`config.mk`:
```
export PLATFORM = sky130hd
export DESIGN_NAME = puf_challenge_sequencer_flat
export DESIGN_NICKNAME = d
export VERILOG_FILES = /design/src/rtl/puf_challenge_sequencer_pkg.sv /design/src/rtl/puf_challenge_sequencer_if.sv /design/src/rtl/puf_phase_timer.sv /design/src/rtl/puf_challenge_sequencer.sv /design/src/flat_wrapper.sv
export SDC_FILE = /design/constraint.sdc
export NUM_CORES = 1
export LEC_CHECK = 0
export ABC_AREA = 1
export CORE_MARGIN = 3
export CORE_UTILIZATION = 50
export CTS_CLUSTER_DIAMETER = 50
export DETAILED_ROUTE_END_ITERATION = 7
export GPL_TIMING_DRIVEN = 0
export PLACE_DENSITY = 0.77
export SYNTH_ARGS = -nofsm -noshare
export SYNTH_HDL_FRONTEND = slang
export SYNTH_SLANG_ARGS = --single-unit
```
`constraint.sdc`:
```
create_clock -name clock -period 5.2 [get_ports clock]
set_clock_uncertainty 0.1 [all_clocks]
set_input_delay 1.3 -clock clock [delete_from_list [all_inputs] [get_ports clock]]
set_output_delay 1.3 -clock clock [all_outputs]
set_load 0.02 [all_outputs]
```
`src/rtl/puf_challenge_sequencer_pkg.sv`:
```
// Shared types and constants for the RO-PUF challenge sequencer.
// Latency: n/a (types, constants and a pure function only).
// Backpressure: n/a.
package puf_challenge_sequencer_pkg;

    // Sequencer phases, one per step of a challenge plus run bookends.
    typedef enum logic [2:0] {
        ST_IDLE    = 3'd0,
        ST_CLEAR   = 3'd1,
        ST_SETTLE  = 3'd2,
        ST_MEASURE = 3'd3,
        ST_HOLD    = 3'd4,
        ST_CAPTURE = 3'd5,
        ST_DONE    = 3'd6
    } seq_state_t;

    // Counter clear time after a select change.
    localparam int unsigned CLEAR_CYCLES = 2;
    // Quiet time after the enable drops, before the counts are sampled.
    localparam int unsigned HOLD_CYCLES  = 3;

    // Oscillator index for challenge k: (base + stride + k) mod n_ro.
    // Mux-1 uses stride = 0; mux-2 uses the programmed stride.
    function automatic int unsigned challenge_index(
        input int unsigned base,
        input int unsigned stride,
        input int unsigned k,
        input int unsigned n_ro
    );
        return (base + stride + k) % n_ro;
    endfunction

endpackage

```
`src/rtl/puf_challenge_sequencer_if.sv`:
```
// Control/datapath bundle between the front end, the sequencer and the RO bank.
// Latency: none (wires only).
// Backpressure: none; start/abort are single-cycle requests, busy reports run state.
//   master: front end + oscillator bank side (drives start/abort/base/stride/window_len/cnt1/cnt2)
//   slave : the sequencer (drives sel1/sel2/ro_enable/ro_reset/busy/done/err/response[/sat])
// Optional: PUF_SATURATION_CHECK_EN adds the sat vector.
interface puf_challenge_sequencer_if #(
    parameter int SEL_W     = 4,
    parameter int CNT_W     = 12,
    parameter int WIN_W     = 12,
    parameter int RESP_BITS = 8
);
    logic                 start;
    logic                 abort;
    logic [SEL_W-1:0]     base;
    logic [SEL_W-1:0]     stride;
    logic [WIN_W-1:0]     window_len;
    logic [CNT_W-1:0]     cnt1;
    logic [CNT_W-1:0]     cnt2;
    logic [SEL_W-1:0]     sel1;
    logic [SEL_W-1:0]     sel2;
    logic                 ro_enable;
    logic                 ro_reset;
    logic                 busy;
    logic                 done;
    logic                 err;
    logic [RESP_BITS-1:0] response;
`ifdef PUF_SATURATION_CHECK_EN
    logic [RESP_BITS-1:0] sat;
`endif

    modport master (
        output start, abort, base, stride, window_len, cnt1, cnt2,
        input  sel1, sel2, ro_enable, ro_reset, busy, done, err, response
`ifdef PUF_SATURATION_CHECK_EN
        , input sat
`endif
    );

    modport slave (
        input  start, abort, base, stride, window_len, cnt1, cnt2,
        output sel1, sel2, ro_enable, ro_reset, busy, done, err, response
`ifdef PUF_SATURATION_CHECK_EN
        , output sat
`endif
    );

endinterface

```
`src/rtl/puf_phase_timer.sv`:
```
// Loadable down-counter timing the CLEAR/SETTLE/MEASURE/HOLD phases; zero flag ends a phase.
// Latency: load value N-1 gives zero_o exactly N cycles after the load edge.
// Backpressure: none; load_i always wins, otherwise counts down and parks at zero.
//   clk_i, rst_ni : clock, async active-low reset
//   load_i, load_val_i : reload request and value;  zero_o : count is zero
module puf_phase_timer #(
    parameter int W = 12
) (
    input  logic         clk_i,
    input  logic         rst_ni,
    input  logic         load_i,
    input  logic [W-1:0] load_val_i,
    output logic         zero_o
);

    logic [W-1:0] cnt_q;

    always_ff @(posedge clk_i or negedge rst_ni) begin
        if (!rst_ni) begin
            cnt_q <= '0;
        end else if (load_i) begin
            cnt_q <= load_val_i;
        end else if (cnt_q != '0) begin
            cnt_q <= cnt_q - W'(1);
        end
    end

    assign zero_o = (cnt_q == '0);

endmodule

```
`src/rtl/puf_challenge_sequencer.sv`:
```
// RO-PUF challenge sequencer: steps RESP_BITS challenge pairs, measures each pair, builds the response.
// Latency: done RESP_BITS*(6+SETTLE_CYCLES+max(window_len,1))+1 cycles after the start cycle; outputs registered.
// Backpressure: start ignored while busy; abort returns to IDLE next cycle keeping captured bits.
//   clock, reset (async active-low); bus: slave side of puf_challenge_sequencer_if.
// Optional: PUF_SATURATION_CHECK_EN adds bus.sat (per-bit flag: a count was all-ones at capture).
module puf_challenge_sequencer
    import puf_challenge_sequencer_pkg::*;
#(
    parameter int N_RO          = 16,
    parameter int SEL_W         = 4,
    parameter int CNT_W         = 12,
    parameter int WIN_W         = 12,
    parameter int RESP_BITS     = 8,
    parameter int SETTLE_CYCLES = 4
) (
    input  logic clock,
    input  logic reset,
    puf_challenge_sequencer_if.slave bus
);

    localparam int K_W = (RESP_BITS > 1) ? $clog2(RESP_BITS) : 1;

    seq_state_t           state_q;
    logic [K_W-1:0]       k_q;
    logic [SEL_W-1:0]     base_q;
    logic [SEL_W-1:0]     stride_q;
    logic [WIN_W-1:0]     win_m1_q;     // measurement window minus one (timer load value)
    logic [SEL_W-1:0]     sel1_q;
    logic [SEL_W-1:0]     sel2_q;
    logic                 en_q;
    logic                 rst_q;
    logic                 busy_q;
    logic                 done_q;
    logic                 err_q;
    logic [RESP_BITS-1:0] resp_q;
`ifdef PUF_SATURATION_CHECK_EN
    logic [RESP_BITS-1:0] sat_q;
`endif

    logic [CNT_W-1:0]     cnt1;
    logic [CNT_W-1:0]     cnt2;
    logic                 accept;
    logic                 last_k;
    logic [WIN_W-1:0]     win_m1_d;
    logic                 tmr_load;
    logic [WIN_W-1:0]     tmr_val;
    logic                 tmr_zero;

    function automatic logic [SEL_W-1:0] sel_of(
        input logic [SEL_W-1:0] b,
        input logic [SEL_W-1:0] s,
        input int unsigned      k
    );
        return SEL_W'(challenge_index(32'(b), 32'(s), k, N_RO));
    endfunction

    assign cnt1     = bus.cnt1;
    assign cnt2     = bus.cnt2;
    assign accept   = (state_q == ST_IDLE) && bus.start && (bus.stride != '0);
    assign last_k   = (k_q == K_W'(RESP_BITS - 1));
    // window_len = 0 still gives a one-cycle window.
    assign win_m1_d = (bus.window_len == '0) ? '0 : bus.window_len - WIN_W'(1);

    // Timer reload must coincide with the state transition it times, so it is
    // decoded combinationally from the current state and the zero flag.
    always_comb begin
        tmr_load = 1'b0;
        tmr_val  = '0;
        case (state_q)
            ST_IDLE: begin
                if (accept) begin
                    tmr_load = 1'b1;
                    tmr_val  = WIN_W'(CLEAR_CYCLES - 1);
                end
            end
            ST_CLEAR: begin
                if (tmr_zero) begin
                    tmr_load = 1'b1;
                    tmr_val  = WIN_W'(SETTLE_CYCLES - 1);
                end
            end
            ST_SETTLE: begin
                if (tmr_zero) begin
                    tmr_load = 1'b1;
                    tmr_val  = win_m1_q;
                end
            end
            ST_MEASURE: begin
                if (tmr_zero) begin
                    tmr_load = 1'b1;
                    tmr_val  = WIN_W'(HOLD_CYCLES - 1);
                end
            end
            ST_CAPTURE: begin
                if (!last_k) begin
                    tmr_load = 1'b1;
                    tmr_val  = WIN_W'(CLEAR_CYCLES - 1);
                end
            end
            default: begin
                tmr_load = 1'b0;
            end
        endcase
    end

    puf_phase_timer #(
        .W (WIN_W)
    ) u_phase_timer (
        .clk_i      (clock),
        .rst_ni     (reset),
        .load_i     (tmr_load),
        .load_val_i (tmr_val),
        .zero_o     (tmr_zero)
    );

    // Outputs are set on the transition into each state, so every output is a flop.
    always_ff @(posedge clock or negedge reset) begin
        if (!reset) begin
            state_q  <= ST_IDLE;
            k_q      <= '0;
            base_q   <= '0;
            stride_q <= '0;
            win_m1_q <= '0;
            sel1_q   <= '0;
            sel2_q   <= '0;
            en_q     <= 1'b0;
            rst_q    <= 1'b1;
            busy_q   <= 1'b0;
            done_q   <= 1'b0;
            err_q    <= 1'b0;
            resp_q   <= '0;
`ifdef PUF_SATURATION_CHECK_EN
            sat_q    <= '0;
`endif
        end else if ((state_q != ST_IDLE) && bus.abort) begin
            // Captured bits stay; the in-flight challenge is dropped.
            state_q <= ST_IDLE;
            en_q    <= 1'b0;
            rst_q   <= 1'b1;
            busy_q  <= 1'b0;
            done_q  <= 1'b0;
        end else begin
            case (state_q)
                ST_IDLE: begin
                    if (bus.start) begin
                        if (bus.stride != '0) begin
                            state_q  <= ST_CLEAR;
                            base_q   <= bus.base;
                            stride_q <= bus.stride;
                            win_m1_q <= win_m1_d;
                            k_q      <= '0;
                            sel1_q   <= sel_of(bus.base, '0, 0);
                            sel2_q   <= sel_of(bus.base, bus.stride, 0);
                            resp_q   <= '0;
`ifdef PUF_SATURATION_CHECK_EN
                            sat_q    <= '0;
`endif
                            err_q    <= 1'b0;
                            busy_q   <= 1'b1;
                            rst_q    <= 1'b1;
                            en_q     <= 1'b0;
                        end else begin
                            err_q <= 1'b1;
                        end
                    end
                end
                ST_CLEAR: begin
                    if (tmr_zero) begin
                        state_q <= ST_SETTLE;
                        rst_q   <= 1'b0;
                    end
                end
                ST_SETTLE: begin
                    if (tmr_zero) begin
                        state_q <= ST_MEASURE;
                        en_q    <= 1'b1;
                    end
                end
                ST_MEASURE: begin
                    if (tmr_zero) begin
                        state_q <= ST_HOLD;
                        en_q    <= 1'b0;
                    end
                end
                ST_HOLD: begin
                    if (tmr_zero) begin
                        state_q <= ST_CAPTURE;
                    end
                end
                ST_CAPTURE: begin
                    // Ties resolve to 1.
                    resp_q[k_q] <= (cnt1 >= cnt2);
`ifdef PUF_SATURATION_CHECK_EN
                    sat_q[k_q]  <= (cnt1 == '1) || (cnt2 == '1);
`endif
                    if (last_k) begin
                        state_q <= ST_DONE;
                        done_q  <= 1'b1;
                        busy_q  <= 1'b0;
                    end else begin
                        state_q <= ST_CLEAR;
                        k_q     <= k_q + K_W'(1);
                        sel1_q  <= sel_of(base_q, '0, 32'(k_q) + 32'd1);
                        sel2_q  <= sel_of(base_q, stride_q, 32'(k_q) + 32'd1);
                        rst_q   <= 1'b1;
                    end
                end
                ST_DONE: begin
                    state_q <= ST_IDLE;
                    done_q  <= 1'b0;
                    rst_q   <= 1'b1;
                end
                default: begin
                    state_q <= ST_IDLE;
                    en_q    <= 1'b0;
                    rst_q   <= 1'b1;
                    busy_q  <= 1'b0;
                    done_q  <= 1'b0;
                end
            endcase
        end
    end

    assign bus.sel1      = sel1_q;
    assign bus.sel2      = sel2_q;
    assign bus.ro_enable = en_q;
    assign bus.ro_reset  = rst_q;
    assign bus.busy      = busy_q;
    assign bus.done      = done_q;
    assign bus.err       = err_q;
    assign bus.response  = resp_q;
`ifdef PUF_SATURATION_CHECK_EN
    assign bus.sat       = sat_q;
`endif

endmodule

```
`src/flat_wrapper.sv`:
```
// flat-port wrapper written by rule: the top's interface ports become plain ports
module puf_challenge_sequencer_flat import puf_challenge_sequencer_pkg::*;
#(
    parameter int N_RO          = 16,
    parameter int SEL_W         = 4,
    parameter int CNT_W         = 12,
    parameter int WIN_W         = 12,
    parameter int RESP_BITS     = 8,
    parameter int SETTLE_CYCLES = 4
)
  (clock, reset, bus_start, bus_abort, bus_base, bus_stride, bus_window_len, bus_cnt1, bus_cnt2, bus_sel1, bus_sel2, bus_ro_enable, bus_ro_reset, bus_busy, bus_done, bus_err, bus_response);
  puf_challenge_sequencer_if #(.SEL_W(SEL_W), .CNT_W(CNT_W), .WIN_W(WIN_W), .RESP_BITS(RESP_BITS)) bus_i ();
  input  logic clock;
  input  logic reset;
  input wire logic [$bits(bus_i.start)-1:0] bus_start;
  input wire logic [$bits(bus_i.abort)-1:0] bus_abort;
  input wire logic [$bits(bus_i.base)-1:0] bus_base;
  input wire logic [$bits(bus_i.stride)-1:0] bus_stride;
  input wire logic [$bits(bus_i.window_len)-1:0] bus_window_len;
  input wire logic [$bits(bus_i.cnt1)-1:0] bus_cnt1;
  input wire logic [$bits(bus_i.cnt2)-1:0] bus_cnt2;
  output wire logic [$bits(bus_i.sel1)-1:0] bus_sel1;
  output wire logic [$bits(bus_i.sel2)-1:0] bus_sel2;
  output wire logic [$bits(bus_i.ro_enable)-1:0] bus_ro_enable;
  output wire logic [$bits(bus_i.ro_reset)-1:0] bus_ro_reset;
  output wire logic [$bits(bus_i.busy)-1:0] bus_busy;
  output wire logic [$bits(bus_i.done)-1:0] bus_done;
  output wire logic [$bits(bus_i.err)-1:0] bus_err;
  output wire logic [$bits(bus_i.response)-1:0] bus_response;
  assign bus_i.start = bus_start;
  assign bus_i.abort = bus_abort;
  assign bus_i.base = bus_base;
  assign bus_i.stride = bus_stride;
  assign bus_i.window_len = bus_window_len;
  assign bus_i.cnt1 = bus_cnt1;
  assign bus_i.cnt2 = bus_cnt2;
  assign bus_sel1 = bus_i.sel1;
  assign bus_sel2 = bus_i.sel2;
  assign bus_ro_enable = bus_i.ro_enable;
  assign bus_ro_reset = bus_i.ro_reset;
  assign bus_busy = bus_i.busy;
  assign bus_done = bus_i.done;
  assign bus_err = bus_i.err;
  assign bus_response = bus_i.response;
  puf_challenge_sequencer #(.N_RO(N_RO), .SEL_W(SEL_W), .CNT_W(CNT_W), .WIN_W(WIN_W), .RESP_BITS(RESP_BITS), .SETTLE_CYCLES(SETTLE_CYCLES)) u_core (.clock(clock), .reset(reset), .bus(bus_i));
endmodule
```
==> impl_summary.txt <==
----------------------------------------------------
[Outcome]
  Result of the run ... completed

[Timing]
  Number of hold-slack violations in the final timing report ... 0
  Crit path setup slack, layout ... 2.18 ns
  Final setup TNS ... 0 ns
  Part of the cycle the worst path needs ... 0.582
  Time the final worst path needs with I/O delays and setup ... 3.02 ns
  Worst-margin pin slew ... 0.482 ns
  Final setup vio count ... 0
  Highest clock frequency the design can meet ... 331 MHz
  Setup repair after global routing missed its margin ... no
  Max-slew violation total from the final report ... 0
  Rel. slew slack ... 0.678

[Clocking]
  Number of buffers created by CTS ... 9
  CTS-repair resized insts ... 0
  Post-CTS setup repair buffer count ... 0
  Source-to-sink clock delay at the later pin of the worst-skew pair ... 0.34 ns
  Largest buffer count on any clock path ... 2
  CTS sink count ... 59
  Clock Pin Slew Worst Setup and Hold Paths ... 0.07 ns
  CTS tree ... done
  H-Tree Level Count ... 3
  Clk Tree Root Cell ... clkbuf_8
  CTS Hold Bufs ... 0

[Global routing]
  Via count of the first global-routing pass ... 3778
  Total routing usage reported by global routing ... 0.215
  First-pass GRT wire length ... 17000 µm
  Overall overflow remaining after global route ... 0
  Maximum number of pins on one net before global-route repair ... 42
  Initial antenna violation count ... 0

[Synth]
  Sequential area share after synthesis ... 0.357
  Synth warn ... 0
  Number of synthesized register bits ... 59
  Number of distinct library cell variants in the gate-level netlist after synthesis ... 30
  Post-synthesis instance total ... 597
  Per-instance average area after synthesis ... 6.94 µm²
  Synthesized netlist net count ... 676
  Netlist Area Pre-Place ... 4140 µm²

[Routing]
  Pre-Repair DR Iteration Count ... 5
  Vias after detailed routing ... 3968
  First DRT Iteration DRCs ... 228
  WL/cell ... 12.5 µm
  DR DRC count ... 0
  Detailed Route WL ... 9810 µm
  DRT antenna net count ... 0
  Average via count per standard cell ... 5.06

[Placement]
  HPWL reported at the end of detailed placement ... 7870 µm
  Worst slack at placement ... 1.84 ns
  Port Buffer Count ... 68
  Routability cong. ... 0.888

[Layout]
  Net count, final ... 756
  Commonest cells after routing, fill and taps aside ... nand2_1 (203), inv_1 (75), clkdlybuf4s50_1 (67)
  Fraction of final layout cells sized beyond drive strength 1 ... 0.0528
  Layout area overhead ... 24.5%
  Most common library cell in the layout ignoring fill and taps ... nand2_1
  Antenna Diode Count ... 0

[Job]
  Maximum Capacitance Violations ... 0

[Critical path]
  Worst R2R Path Depth ... 16
  Critical path start-end classification ... in2reg
  Type of destination of the critical path ... flop
  Endpoint required time on the critical path ... 5.31 ns
  CP Data Arrival Time ... 3.14 ns
  Element type at the critical path start ... input pin
  Worst-path fanout max ... 9

[Power]
  Peak supply drop ... 0.238 mV
  Static leakage power ... 2.65 nW
  PnR Total Power ... 2.43 mW
  Pwr dens ... 471 nW/µm²

[Floorplan]
  Die area ... 9420 µm²
  Site row count ... 32
  Area of the core region ... 7890 µm²
  Total I/O pin count ... 69
  Die width ... 97.0 µm
  Initial standard-cell utilization of the core ... 0.525
  Vertical die dimension ... 97.0 µm

[Worst hold path]
  Hold Crit Depth ... 2
  Worst hold path class ... reg2reg

----------------------------------------------------
## cell type report
cell class | instances | area [µm²]
Buffer | 9 | 40.0
Clock buffer | 9 | 124
Clock inverter | 7 | 68.8
Fill cell | 676 | 2730
Inverter | 79 | 297
Multi-Input combinational cell | 450 | 2330
Sequential cell | 59 | 1480
Tap cell | 102 | 128
Timing Repair Buffer | 69 | 696
## sequential cells by signal, summed over array words and instances, names as in the netlist
name and flops:
u_core.bus.sel2 4, u_core.k_q 3, u_core.bus.ro_reset 1, u_core.bus.response 8
u_core.bus.done 1, u_core.win_m1_q 12, u_core.bus.ro_enable 1, u_core.u_phase_timer.cnt_q 12
u_core.bus.err 1, u_core.bus.sel1 4, u_core.stride_q 4, u_core.bus.busy 1
u_core.state_q 3, u_core.base_q 4
## critical path, stage by stage
cell,delay [ns]
clkdlybuf4s50_1,0.46
inv_1,0.12
nand2_1,0.06
nor2_1,0.26
nor2_2,0.16
nor2_1,0.17
nand2_1,0.15
nor2_1,0.38
a21oi_1,0.08
## layer usage
| layer | GRT usage | wire [µm] | vias up |
|---|---|---|---|
| met3 | 0.0368 | 492 | 13 |
| met1 | 0.301 | 4710 | 1781 |
| li1 | - | - | 2060 |
| met2 | 0.345 | 4480 | 114 |
| met4 | 0.0616 | 123 | 0 |
| met5 | 0 | 0 | - |
## path summary, 6_finish.rpt
check | slack (ns) | end | startpoint
min in group asynchronous | 0.79 | u_core.u_phase_timer.cnt_q[8]$_DFFE_PN0P_ | reset
max in group asynchronous | 3.64 | u_core.bus.sel2[1]$_DFFE_PN0P_ | reset
setup reg to reg | 2.40 | u_core.bus.sel2[3]$_DFFE_PN0P_ | u_core.k_q[0]$_DFFE_PN0P_
hold / removal | 0.36 | u_core.bus.ro_reset$_DFFE_PN1P_ | u_core.bus.ro_reset$_DFFE_PN1P_
hold reg to reg | 0.36 | u_core.bus.ro_reset$_DFFE_PN1P_ | u_core.bus.ro_reset$_DFFE_PN1P_
setup / recovery | 2.18 | u_core.u_phase_timer.cnt_q[5]$_DFFE_PN0P_ | bus_stride[1]
## cell usage after synthesis, drive strengths merged
cell    count  share of area
nand2     205           0.19
inv        79          0.072
nor2       65          0.066
dfrtp      58           0.35
o21ai      50          0.060
nand3      37          0.047
ha         25          0.075
a21oi      18          0.022
nor3        9          0.011
xor2        8          0.017
nand4       7          0.011
clkbuf      6         0.0054
fa          6          0.029
nand3b      6          0.011
xnor2       5          0.011
a21o        3         0.0054
buf         3         0.0042
o21bai      2         0.0036
and2        1         0.0015
dfstp       1         0.0063
nor3b       1         0.0018
o211ai      1         0.0018
o22ai       1         0.0015
## cells by family (layout without fill, tap and decap cells)
| logic type | Yosys count | count (layout) | share of synthesized area |
|---|---|---|---|
| buffers and inverters | 88 | 173 | 0.0812 |
| AOI/OAI and AO/OA | 75 | 75 | 0.0945 |
| DFF | 59 | 59 | 0.357 |
| xor gates and xnor gates | 13 | 13 | 0.0275 |
| and+or+nand+nor | 331 | 331 | 0.336 |
| adders and majority gates | 31 | 31 | 0.104 |
## per-stage QoR
step | area [µm²] | hold slack, ns | instances | util
2_1_floorplan | 4140 | 0.348 | 597 | -
3_3_place_gp | 4950 | 0.351 | 767 | 0.628
3_5_place_dp | 4970 | 0.353 | 768 | 0.630
4_1_cts | 5160 | 0.364 | 784 | 0.654
5_1_grt | 5160 | 0.378 | 784 | 0.654
6_report | 5160 | 0.360 | 784 | 0.654
## where the power goes
group / switching (mW) / internal, mW / total, mW / leakage [nW]
Sequential: 0.125 / 0.635 / 0.760 / 0.758
Clock: 0.189 / 0.219 / 0.408 / 0.0950
Combinational: 0.775 / 0.489 / 1.26 / 1.80
Total: 1.09 / 1.34 / 2.43 / 2.65
(Power assumes the default switching activity.)
